**config.mk**
```make
export PLATFORM = sky130hd
export DESIGN_NAME = frame_packer_flat
export DESIGN_NICKNAME = d
export VERILOG_FILES = /design/src/rtl/frame_packer_pkg.sv /design/src/rtl/frame_packer_if.sv /design/src/rtl/frame_packer_sync_fifo.sv /design/src/rtl/frame_packer.sv /design/src/flat_wrapper.sv
export SDC_FILE = /design/constraint.sdc
export NUM_CORES = 1
export LEC_CHECK = 0
export CAP_MARGIN = 20
export CORE_MARGIN = 5
export CORE_UTILIZATION = 55
export DETAILED_ROUTE_END_ITERATION = 10
export PLACE_DENSITY_LB_ADDON = 0.15
export SLEW_MARGIN = 20
export SYNTH_ARGS = -nofsm -noshare
export SYNTH_HDL_FRONTEND = slang
export SYNTH_SLANG_ARGS = --single-unit
```
**constraint.sdc**
```tcl
create_clock -name clk_sys -period 4.9 [get_ports clk_sys]
set_input_delay 1.47 -clock clk_sys [delete_from_list [all_inputs] [get_ports clk_sys]]
set_output_delay 1.47 -clock clk_sys [all_outputs]
set_load 0.05 [all_outputs]
```
**src/rtl/frame_packer_pkg.sv**
```systemverilog
// frame_packer_pkg: shared frame constants, FSM state type and the CRC-8 used by packer and receiver-side checker
package frame_packer_pkg;
  localparam int FRAME_BITS = 56;
  localparam logic [7:0] SYNC_BYTE_DFLT = 8'hAA;
  localparam logic [7:0] CRC_POLY_DFLT = 8'h07;
  typedef enum logic {IDLE, SHIFT} state_e;
  function automatic logic [7:0] crc8_48(input logic [47:0] d, input logic [7:0] poly);
    logic [7:0] c;
    c = '0;
    for (int i = 47; i >= 0; i--) c = {c[6:0], 1'b0} ^ ((c[7] ^ d[i]) ? poly : 8'h00);
    return c;
  endfunction
endpackage

```
**src/rtl/frame_packer_if.sv**
```systemverilog
// frame_packer_if: word input and serial bit output bus; slave = packer side, master = producer/encoder side
interface frame_packer_if;
  logic [31:0] din;
  logic din_valid;
  logic tx_bit;
  logic tx_bit_valid;
  logic tx_bit_ready;
  logic [7:0] frame_count;
  modport master(output din, din_valid, tx_bit_ready, input tx_bit, tx_bit_valid, frame_count);
  modport slave(input din, din_valid, tx_bit_ready, output tx_bit, tx_bit_valid, frame_count);
endinterface

```
**src/rtl/frame_packer_sync_fifo.sv**
```systemverilog
// sync_fifo: single-clock first-word-fall-through FIFO; ports clk, rst, push_i/data_i write, pop_i/data_o read, full_o/empty_o flags
module sync_fifo #(
  parameter int WIDTH = 32,
  parameter int DEPTH = 4
) (
  input  logic             clk,
  input  logic             rst,
  input  logic             push_i,
  input  logic             pop_i,
  input  logic [WIDTH-1:0] data_i,
  output logic [WIDTH-1:0] data_o,
  output logic             full_o,
  output logic             empty_o
);
  localparam int AW = $clog2(DEPTH);
  localparam int CW = AW + 1;
  logic [WIDTH-1:0] mem_q [DEPTH];
  logic [AW-1:0] rd_q, wr_q;
  logic [CW-1:0] cnt_q;
  logic do_push, do_pop;
  always_comb begin
    full_o = cnt_q == CW'(DEPTH);
    empty_o = cnt_q == '0;
    data_o = mem_q[rd_q];
    do_pop = pop_i && !empty_o;
    do_push = push_i && (!full_o || do_pop);
  end
  always_ff @(posedge clk) begin
    if (do_push) mem_q[wr_q] <= data_i;
    if (rst) begin
      rd_q <= '0;
      wr_q <= '0;
      cnt_q <= '0;
    end else begin
      wr_q <= do_push ? wr_q + 1'b1 : wr_q;
      rd_q <= do_pop ? rd_q + 1'b1 : rd_q;
      cnt_q <= cnt_q + CW'(do_push) - CW'(do_pop);
    end
  end
endmodule

```
**src/rtl/frame_packer.sv**
```systemverilog
// frame_packer: buffers 32-bit words and serialises each as a 56-bit SYNC/CNT/DATA/CRC frame, MSB-first
// ports: clk_sys, rst (sync, active-high); bus.din/din_valid word input (dropped when full),
//        bus.tx_bit/tx_bit_valid/tx_bit_ready serial handshake, bus.frame_count frames sent mod 256
module frame_packer import frame_packer_pkg::*; #(
  parameter int FIFO_DEPTH = 4,
  parameter logic [7:0] SYNC_BYTE = SYNC_BYTE_DFLT,
  parameter logic [7:0] CRC_POLY = CRC_POLY_DFLT
) (
  input logic           clk_sys,
  input logic           rst,
  frame_packer_if.slave bus
);
  state_e state_q, state_d;
  logic [FRAME_BITS-1:0] sr_q, sr_d;
  logic [5:0] bit_cnt_q, bit_cnt_d;
  logic [7:0] cnt_q, cnt_d;
  logic [31:0] head;
  logic [47:0] hdr;
  logic full, empty, push, pop, hs, last;
  sync_fifo #(.WIDTH(32), .DEPTH(FIFO_DEPTH)) u_fifo (
    .clk(clk_sys),
    .rst(rst),
    .push_i(push),
    .pop_i(pop),
    .data_i(bus.din),
    .data_o(head),
    .full_o(full),
    .empty_o(empty)
  );
  always_ff @(posedge clk_sys) begin
    if (rst) begin
      state_q <= IDLE;
      sr_q <= '0;
      bit_cnt_q <= '0;
      cnt_q <= '0;
    end else begin
      state_q <= state_d;
      sr_q <= sr_d;
      bit_cnt_q <= bit_cnt_d;
      cnt_q <= cnt_d;
    end
  end
  always_comb begin
    pop = state_q == IDLE && !empty;
    hs = state_q == SHIFT && bus.tx_bit_ready;
    last = hs && bit_cnt_q == 6'(FRAME_BITS - 1);
    // a full FIFO still accepts a word when the head leaves on the same edge
    push = bus.din_valid && (!full || pop);
    state_d = state_q == IDLE ? (empty ? IDLE : SHIFT) : (last ? IDLE : SHIFT);
    hdr = {SYNC_BYTE, cnt_q, head};
    sr_d = pop ? {hdr, crc8_48(hdr, CRC_POLY)} : hs ? {sr_q[FRAME_BITS-2:0], 1'b0} : sr_q;
    bit_cnt_d = pop ? 6'd0 : hs ? bit_cnt_q + 6'd1 : bit_cnt_q;
    cnt_d = last ? cnt_q + 8'd1 : cnt_q;
  end
  always_comb begin
    bus.tx_bit_valid = state_q == SHIFT;
    bus.tx_bit = sr_q[FRAME_BITS-1];
    bus.frame_count = cnt_q;
  end
endmodule

```
**src/flat_wrapper.sv**
```systemverilog
// flat-port wrapper written by rule: the top's interface ports become plain ports
module frame_packer_flat import frame_packer_pkg::*;
#(
  parameter int FIFO_DEPTH = 4,
  parameter logic [7:0] SYNC_BYTE = SYNC_BYTE_DFLT,
  parameter logic [7:0] CRC_POLY = CRC_POLY_DFLT
)
  (clk_sys, rst, bus_din, bus_din_valid, bus_tx_bit_ready, bus_tx_bit, bus_tx_bit_valid, bus_frame_count);
  frame_packer_if bus_i ();
  input logic clk_sys;
  input logic rst;
  input wire logic [$bits(bus_i.din)-1:0] bus_din;
  input wire logic [$bits(bus_i.din_valid)-1:0] bus_din_valid;
  input wire logic [$bits(bus_i.tx_bit_ready)-1:0] bus_tx_bit_ready;
  output wire logic [$bits(bus_i.tx_bit)-1:0] bus_tx_bit;
  output wire logic [$bits(bus_i.tx_bit_valid)-1:0] bus_tx_bit_valid;
  output wire logic [$bits(bus_i.frame_count)-1:0] bus_frame_count;
  assign bus_i.din = bus_din;
  assign bus_i.din_valid = bus_din_valid;
  assign bus_i.tx_bit_ready = bus_tx_bit_ready;
  assign bus_tx_bit = bus_i.tx_bit;
  assign bus_tx_bit_valid = bus_i.tx_bit_valid;
  assign bus_frame_count = bus_i.frame_count;
  frame_packer #(.FIFO_DEPTH(FIFO_DEPTH), .SYNC_BYTE(SYNC_BYTE), .CRC_POLY(CRC_POLY)) u_core (.clk_sys(clk_sys), .rst(rst), .bus(bus_i));
endmodule
```
# After elaboration in Yosys (flattened, before gate mapping)
# Memory sizes are Yosys's and may differ from the RTL's. A register that Yosys moved wholly into a read port is not among the register bits.
# Index checks and enable logic that the tools add are counted.
# word_totals
inputBits	36
register_bits	78
memories	1
elab_cells	159
mem_bits_rw	128
output_inout_bits	10
# mem_list
memory	depth	word_bits	read_ports	rd_clocked_by_memory_dff	write_ports	line_no	text
u_core.u_fifo.mem_q	4	32	1	1	1	frame_packer_sync_fifo.sv:17	logic [WIDTH-1:0] mem_q [DEPTH];
# op_classes
add_sub_neg	6
muxes	49
n_eq_ne	2
n_reduce_logical	13
n_bitwise	80
# ops
op	n
bitwise XOR 8 bit	39
2-to-1 mux 3 bit	40
2-to-1 mux 56 bit	2
bitwise XOR 1 bit	39
adder 8 x 1 -> 8 bit, second input constant	1
adder 6 x 1 -> 6 bit, second input constant	1
== test 6 bit, second input constant	1
logical AND 1 bit	6
NOT 6 bit	1
2-to-1 mux 1 bit	5
adder 2 x 1 -> 2 bit, second input constant	2
2-to-1 mux 2 bit	2
adder 3 x 1 -> 3 bit	1
== test 3 bit, second input constant	1
logical NOT 3 bit	1
subtractor 3 x 1 -> 3 bit	1
logical NOT 1 bit	2
logical OR 1 bit	2
nonzero test 2 bit	1
OR reduction 2 bit	1
NOT 1 bit	1

# Logic depth before layout (Yosys ltp)
# Gate-level depths: netlist of run 1.
# depth
ltp_word	120
ltp_mapped	14
depth_no_buf	11

# Modules after synthesis
# Synthesis of run 1 repeated with hierarchy kept, for this count alone.
# hier_totals
cells_unflattened	622
hier_area_um2	9052.4
# by_module_without_submodules
module	n_inst	seq_area_each_um2	area_per_inst_um2	cells_per_inst
sync_fifo	1	4023.9	5107.4	215
frame_packer	1	1421.4	3945.0	407

# Worst setup path before layout of run 1
# No wires, ideal clock.
# synth_path
kind	input-to-reg
start	input port bus_din_valid
end	register u_core.u_fifo.cnt_q[2]
path_slack_ns	1.795
setup_time_ns	0.128
arrival_time_ns	2.977
path_buffers	0
cell_stages	10
t_required_ns	4.772
cell_sequence	o31a_1 > inv_1 > ha_1 > inv_1 > ha_1 > inv_1 > fa_1 > xor2_1 > xnor2_1 > nor2_1
# synth_between
elab_chain_cells	4
# synth_rtl
item	line_no	text
from (decl)	flat_wrapper.sv:13	input wire logic [$bits(bus_i.din_valid)-1:0] bus_din_valid;
logical AND 1 bit	frame_packer.sv:48	push = bus.din_valid && (!full || pop);
logical AND 1 bit	frame_packer_sync_fifo.sv:26	do_push = push_i && (!full_o || do_pop);
adder 3 x 1 -> 3 bit	frame_packer_sync_fifo.sv:37	cnt_q <= cnt_q + CW'(do_push) - CW'(do_pop);
subtractor 3 x 1 -> 3 bit	frame_packer_sync_fifo.sv:37	
to (signal assigned)	frame_packer_sync_fifo.sv:37	
to (decl)	frame_packer_sync_fifo.sv:19	logic [CW-1:0] cnt_q;
# Every way passes these cells.
# A chain may end at the register's enable or synchronous reset.

==> results.json, run 1 <==
{
  "fin_crit_ns": 3.38,
  "yosysWarningCount": 0,
  "clock_path_buffers": 3,
  "cp_max_fo": 19,
  "critical-path-max-stage-delay_ns": 0.65,
  "start_util": 0.563,
  "fin_crit_sh": 0.690,
  "postCtsSetupBuffers": 0,
  "place.port_buffers": 45,
  "fin_setup_tns_ns": 0,
  "finClkSkew_ns": 0.0132,
  "min_from": "u_core.sr_q[31]",
  "dpl.hpwl_um": 11100,
  "endpoint_kind": "register",
  "multi_input_area_um2": 3350,
  "worstHoldEndpoint": "u_core.sr_q[31]",
  "rsz0062_at_grt": "no",
  "ys_ff_latch": 208,
  "totalWireLength_um": 16900,
  "crit_chain": "buf_4, mux4_2, xor2_1, xnor2_1, xnor2_1, xnor3_2, xnor3_1, o22ai_1",
  "overflow": 0,
  "hp-class": "reg -> reg",
  "r2r-end": "u_core.sr_q[4]",
  "clkTransAtPathRegs_ns": 0.06,
  "cts.htree.levels": 1,
  "first_iter_violations": 259,
  "crit_type": "reg -> reg",
  "place.gp.congestion": 0.805,
  "clk_latency_ns": 0.50,
  "hold_viol": 0,
  "grt_pass1_vias": 5210,
  "cp_data_required_time_ns": 5.31,
  "slew_viol_final": 0,
  "relSlewSlack": 0.405,
  "hold_buffers": 0,
  "r2r_cells": 8,
  "drv_cap": 0,
  "synth_seq_area_share": 0.605,
  "grt_max_degree": 61,
  "cts_tree": "done",
  "outcome": "finished clean",
  "die_w_um": 138,
  "synthCells": 623,
  "setup_violations": 0,
  "antenna_found_initial": 0,
  "cts.sinks": 208,
  "crit_top_cell": "xnor2_1",
  "critPathTopFamily": "XOR/XNOR gates",
  "final_core_util": 0.642,
  "io_pins": 46,
  "nets": 716,
  "crit_buf_inv": 1,
  "drtPass1Iterations": 4,
  "avgRoutedWirePerCell_um": 18.8,
  "tightest_slew_ns": 0.892,
  "cts_buffers": 21,
  "synthesis.area_um2": 9000,
  "cts-root-buf": "clkbuf_16",
  "avgSynthCellArea_um2": 14.5,
  "fp.dieH_um": 138,
  "ant_nets": 0,
  "power_density_nw_per_um2": 733,
  "max_freq_ghz": 0.296,
  "post-route-drc-count": 0,
  "power_leakage_nw": 3.60,
  "grt_pass1_wl_um": 27400,
  "vdd_drop_max_v": 0.000586,
  "fill_cells": 1230,
  "fp.coreArea_um2": 16000,
  "dieArea_um2": 19000,
  "hold_path_depth": 2,
  "ys_types": 36,
  "antennaDiodeCount": 0,
  "seqCellArea_um2": 5450,
  "rrSetupSlack_ns": 1.52,
  "critPathArrivalTime_ns": 3.80,
  "drive_above_1_share": 0.126,
  "vias_per_cell": 5.60,
  "vias": 5027,
  "synth_nets": 672,
  "track_usage": 0.186,
  "cts_resized": 0,
  "start_kind": "register",
  "slowest_stage": "dfxtp_2",
  "syn_to_final_growth_pct": 14.0,
  "rows": 46
}
[layer usage]
metal | part of all wire | vias up | wire length (um) | track usage
li1 | - | 2392 | - | -
met1 | 0.43 | 2512 | 7320 | 0.251
met2 | 0.51 | 99 | 8600 | 0.321
met3 | 0.042 | 24 | 710 | 0.0290
met4 | 0.017 | 0 | 285 | 0.0434
met5 | 0 | - | 0 | 0
[synthesized netlist by cell type (all sizes together)]
cell type / number / area (um^2)
mux2i: 1 / 10.0
nor2: 25 / 93.8
o31a: 1 / 8.76
xnor3: 19 / 432
xnor2: 58 / 591
nor3: 10 / 50.1
and2: 5 / 31.3
nor2b: 1 / 6.26
o22ai: 7 / 43.8
clkbuf: 25 / 93.8
inv: 6 / 22.5
a21oi: 55 / 275
a22oi: 41 / 308
and4: 1 / 8.76
edfxtp: 128 / 3840
or2: 1 / 6.26
fa: 1 / 20.0
and3: 6 / 37.5
dfxtp: 80 / 1600
nand3: 3 / 15.0
buf: 10 / 100
ha: 12 / 150
or3: 2 / 12.5
mux4: 33 / 754
xor2: 26 / 228
nand2: 60 / 225
nand2b: 2 / 12.5
nand4: 3 / 18.8
o21ai: 1 / 5.00
[how the worst max path moves through the flow]
stage	from	endpoint	slack, ns	depth (start not counted)
finish	register	u_core.sr_q[4]	1.52	8
global route	register	u_core.sr_q[4]	1.23	8
CTS	register	u_core.sr_q[4]	1.42	8
detailed placement	bus_din_valid	u_core.u_fifo.cnt_q[2]	1.14	11
global placement	bus_din_valid	u_core.u_fifo.cnt_q[2]	1.25	11
floorplan	bus_din_valid	u_core.u_fifo.cnt_q[2]	1.79	10
[sequential cells by signal (all words and copies together), names as in the netlist, named ones only]
register / flops
u_core.u_fifo.wr_q: 2
u_core.bus.frame_count: 8
u_core.u_fifo.cnt_q: 3
u_core.u_fifo.rd_q: 2
u_core.u_fifo.mem_q: 128
u_core.sr_q: 56
u_core.bit_cnt_q: 6
u_core.bus.tx_bit_valid: 1
[worst register-to-register path, cell delays in order (launching register included)]
cell and delay, ns:
dfxtp_2 0.65, buf_4 0.45, mux4_2 0.61, xor2_1 0.19, xnor2_1 0.21, xnor2_1 0.19, xnor3_2 0.51, xnor3_1 0.37
o22ai_1 0.13
[placed cells by master (no fill, tap or decap), drive strengths merged, types with 19 or more instances in the layout]
cell type,count
xnor2,58
nand2,60
xnor3,19
dfxtp,80
edfxtp,128
a22oi,41
clkbuf,35
nor2,25
xor2,26
a21oi,55
clkdlybuf4s50,44
mux4,33
[layout make-up]
type / count / share of cell area
inverter: 6 / 0.00219
timing repair buffer: 56 / 0.0526
clock inverter: 3 / 0.00426
tap: 216 / 0.0263
multi-input combinational: 374 / 0.326
sequential: 208 / 0.530
clock buffer: 35 / 0.0582
[logic make-up (layout without fill, tap and decap cells)]
logic type / count (synthesis) / count (layout) / synth area share
XOR/XNOR: 103 / 103 / 0.139
buffers and inverters: 41 / 100 / 0.0240
flip-flops: 208 / 208 / 0.605
multiplexers: 34 / 34 / 0.0849
AND/OR/NAND/NOR: 119 / 119 / 0.0575
AO/OA/AOI/OAI: 105 / 105 / 0.0711
adder cells (fa/ha/maj): 13 / 13 / 0.0189
[through the flow]
| stage | hold WS [ns] | setup WS [ns] | cells | power, mW | cell area (um^2) |
|---|---|---|---|---|---|
| 6_report | 0.451 | 1.52 | 898 | 7.52 | 10300 |
| 4_1_cts | 0.455 | 1.42 | 898 | 7.59 | 10300 |
| 3_3_place_gp | 0.439 | 1.25 | 860 | 6.01 | 9630 |
| 2_1_floorplan | 0.432 | 1.79 | 623 | 5.46 | 9000 |
| 5_1_grt | 0.468 | 1.23 | 898 | 7.99 | 10300 |
| 3_5_place_dp | 0.446 | 1.14 | 860 | 6.05 | 9630 |
[power breakdown]
group,internal (mW),switching (mW)
combinational,2.03,1.73
sequential,2.12,0.149
clock,0.884,0.611
No activity file was read; power rests on OpenSTA's default activity.
==> run 2, diff against run 1 <==
==> constraint.sdc (replaced) <==
create_clock -name clk_sys -period 3.2 [get_ports clk_sys]
set_input_delay 0.96 -clock clk_sys [delete_from_list [all_inputs] [get_ports clk_sys]]
set_output_delay 0.96 -clock clk_sys [all_outputs]
set_load 0.05 [all_outputs]
==> run 2 against run 1 <==
Die area unchanged. Maximum frequency increased by 15%. Combinational power increased by 58%. Critical path depth increased by 1. Critical endpoint unchanged. Core utilization increased by 1.7 points. Highest routed layer unchanged. Via count increased by 1.8%. Clock skew decreased by 0.0012 ns. Cell count increased by 1.8%. Setup slack got worse by 1.3 ns.
==> results.json, run 2 (synthesized netlist as in run 1, its figures left out) <==
{
  "cp_max_fo": 21,
  "overflow": 0,
  "max_freq_ghz": 0.340,
  "avgRoutedWirePerCell_um": 19.0,
  "finalPower_mw": 11.9,
  "io_pins": 46,
  "dpl.hpwl_um": 11300,
  "rsz0062_at_grt": "no",
  "totalWireLength_um": 17400,
  "grt_pass1_vias": 5273,
  "clock_path_buffers": 3,
  "clk_latency_ns": 0.49,
  "setup_violations": 0,
  "critPathArrivalTime_ns": 3.35,
  "hold_viol": 0,
  "top_register": "u_core.u_fifo.mem_q",
  "hold_ws_ns": 0.450,
  "postCtsSetupBuffers": 0,
  "worstHoldEndpoint": "u_core.sr_q[19]",
  "fin_crit_sh": 0.919,
  "final_common_cell": "edfxtp_1",
  "r2r_cells": 9,
  "vias": 5118,
  "relSlewSlack": 0.630,
  "hp-class": "reg -> reg",
  "rows": 46,
  "drive_above_1_share": 0.153,
  "drtPass1Iterations": 5,
  "crit_type": "reg -> reg",
  "ant_nets": 0,
  "syn_to_final_growth_pct": 17.0,
  "vias_per_cell": 5.60,
  "finClkSkew_ns": 0.0120,
  "cts_buffers": 23,
  "cts_tree": "done",
  "antennaDiodeCount": 0,
  "r2r-end": "u_core.sr_q[4]",
  "outcome": "finished clean",
  "fin_setup_tns_ns": 0,
  "rrSetupSlack_ns": 0.26,
  "tightest_slew_ns": 0.554,
  "antenna_found_initial": 0,
  "dieArea_um2": 19000,
  "fp.coreArea_um2": 16000,
  "place.gp.congestion": 0.843,
  "hold_path_depth": 2,
  "clkTransAtPathRegs_ns": 0.06,
  "power_leakage_nw": 3.73,
  "power_density_nw_per_um2": 1120,
  "first_iter_violations": 324,
  "endpoint_kind": "register",
  "cts-root-buf": "clkbuf_16",
  "post-route-drc-count": 0,
  "start_util": 0.563,
  "cts.sinks": 208,
  "track_usage": 0.191,
  "grt_max_degree": 49,
  "mostFrequentLayoutCells": "edfxtp_1 (128), dfxtp_1 (79), nand2_1 (60)",
  "die_w_um": 138,
  "largest_reg_flops": 128,
  "nets": 731,
  "start_kind": "register",
  "place.port_buffers": 45,
  "vdd_drop_max_v": 0.000773,
  "grt_pass1_wl_um": 28300,
  "fin_crit_ns": 2.94,
  "hold_buffers": 0,
  "fp.dieH_um": 138,
  "drv_cap": 0,
  "cts_resized": 0,
  "min_from": "u_core.sr_q[19]",
  "cts.htree.levels": 1,
  "fill_cells": 1185,
  "slew_viol_final": 0,
  "cp_data_required_time_ns": 3.61
}
-- run 2: cell types whose count changed in the layout (fill, tap and decap cells not counted), moves of 2 or more --
cell | previous run | this run
clkbuf_1 | 12 | 5
clkbuf_16 | 21 | 23
clkbuf_2 | 0 | 3
clkinv_1 | 0 | 2
buf_4 | 10 | 16
buf_12 | 1 | 8
clkinvlp_2 | 0 | 2
-- run 2: metal layers --
layer / vias to the layer above / global-route usage / wire length [um]
met5: - / 0 / 0
met4: 0 / 0.0406 / 246
met3: 21 / 0.0341 / 947
met2: 141 / 0.323 / 8670
met1: 2522 / 0.263 / 7500
li1: 2434 / - / -
-- run 2: worst max path at each step --
stage / from / to / slack [ns] / cells after the start
2_1_floorplan: u_core.bus.tx_bit_valid / u_core.u_fifo.cnt_q[2] / 0.17 / 13
3_3_place_gp: bus_din_valid / u_core.u_fifo.cnt_q[2] / 0.23 / 11
3_5_place_dp: bus_din_valid / u_core.u_fifo.cnt_q[2] / 0.16 / 11
4_1_cts: register / u_core.sr_q[4] / 0.22 / 9
5_1_grt: register / u_core.sr_q[4] / 0.05 / 9
6_report: register / u_core.sr_q[4] / 0.26 / 9
-- run 2: final cells by class --
cell class              count  area (um^2)  share of cell area
multi-input cells         374         3350               0.318
repair buffers             69          726              0.0689
clock buffers              32          623              0.0591
well taps                 216          270              0.0256
inverters                   6         22.5             0.00214
flip-flops and latches    208         5450               0.517
clock inverters             9          104             0.00985
-- run 2: metrics by stage --
stage	instance area [um^2]	cells	setup WS [ns]	util
2_1_floorplan	9000	623	0.169	-
3_3_place_gp	9810	873	0.226	0.613
3_5_place_dp	9810	873	0.160	0.613
4_1_cts	10500	914	0.218	0.659
5_1_grt	10500	914	0.0511	0.659
6_report	10500	914	0.260	0.659
-- run 2: worst max-delay path: stages (launching register included) --
cell     delay (ns)
dfxtp_2        0.34
buf_12         0.17
buf_12         0.21
mux4_2         0.60
xnor2_1        0.21
xnor2_1        0.15
xnor2_1        0.18
xnor3_2        0.50
xnor3_1        0.34
o22ai_1        0.12
-- run 2: power by group --
group	switching, mW	internal (mW)	total, mW	leakage (nW)
clock	0.971	1.52	2.49	0.355
combinational	2.74	3.20	5.93	1.55
sequential	0.178	3.25	3.43	1.83
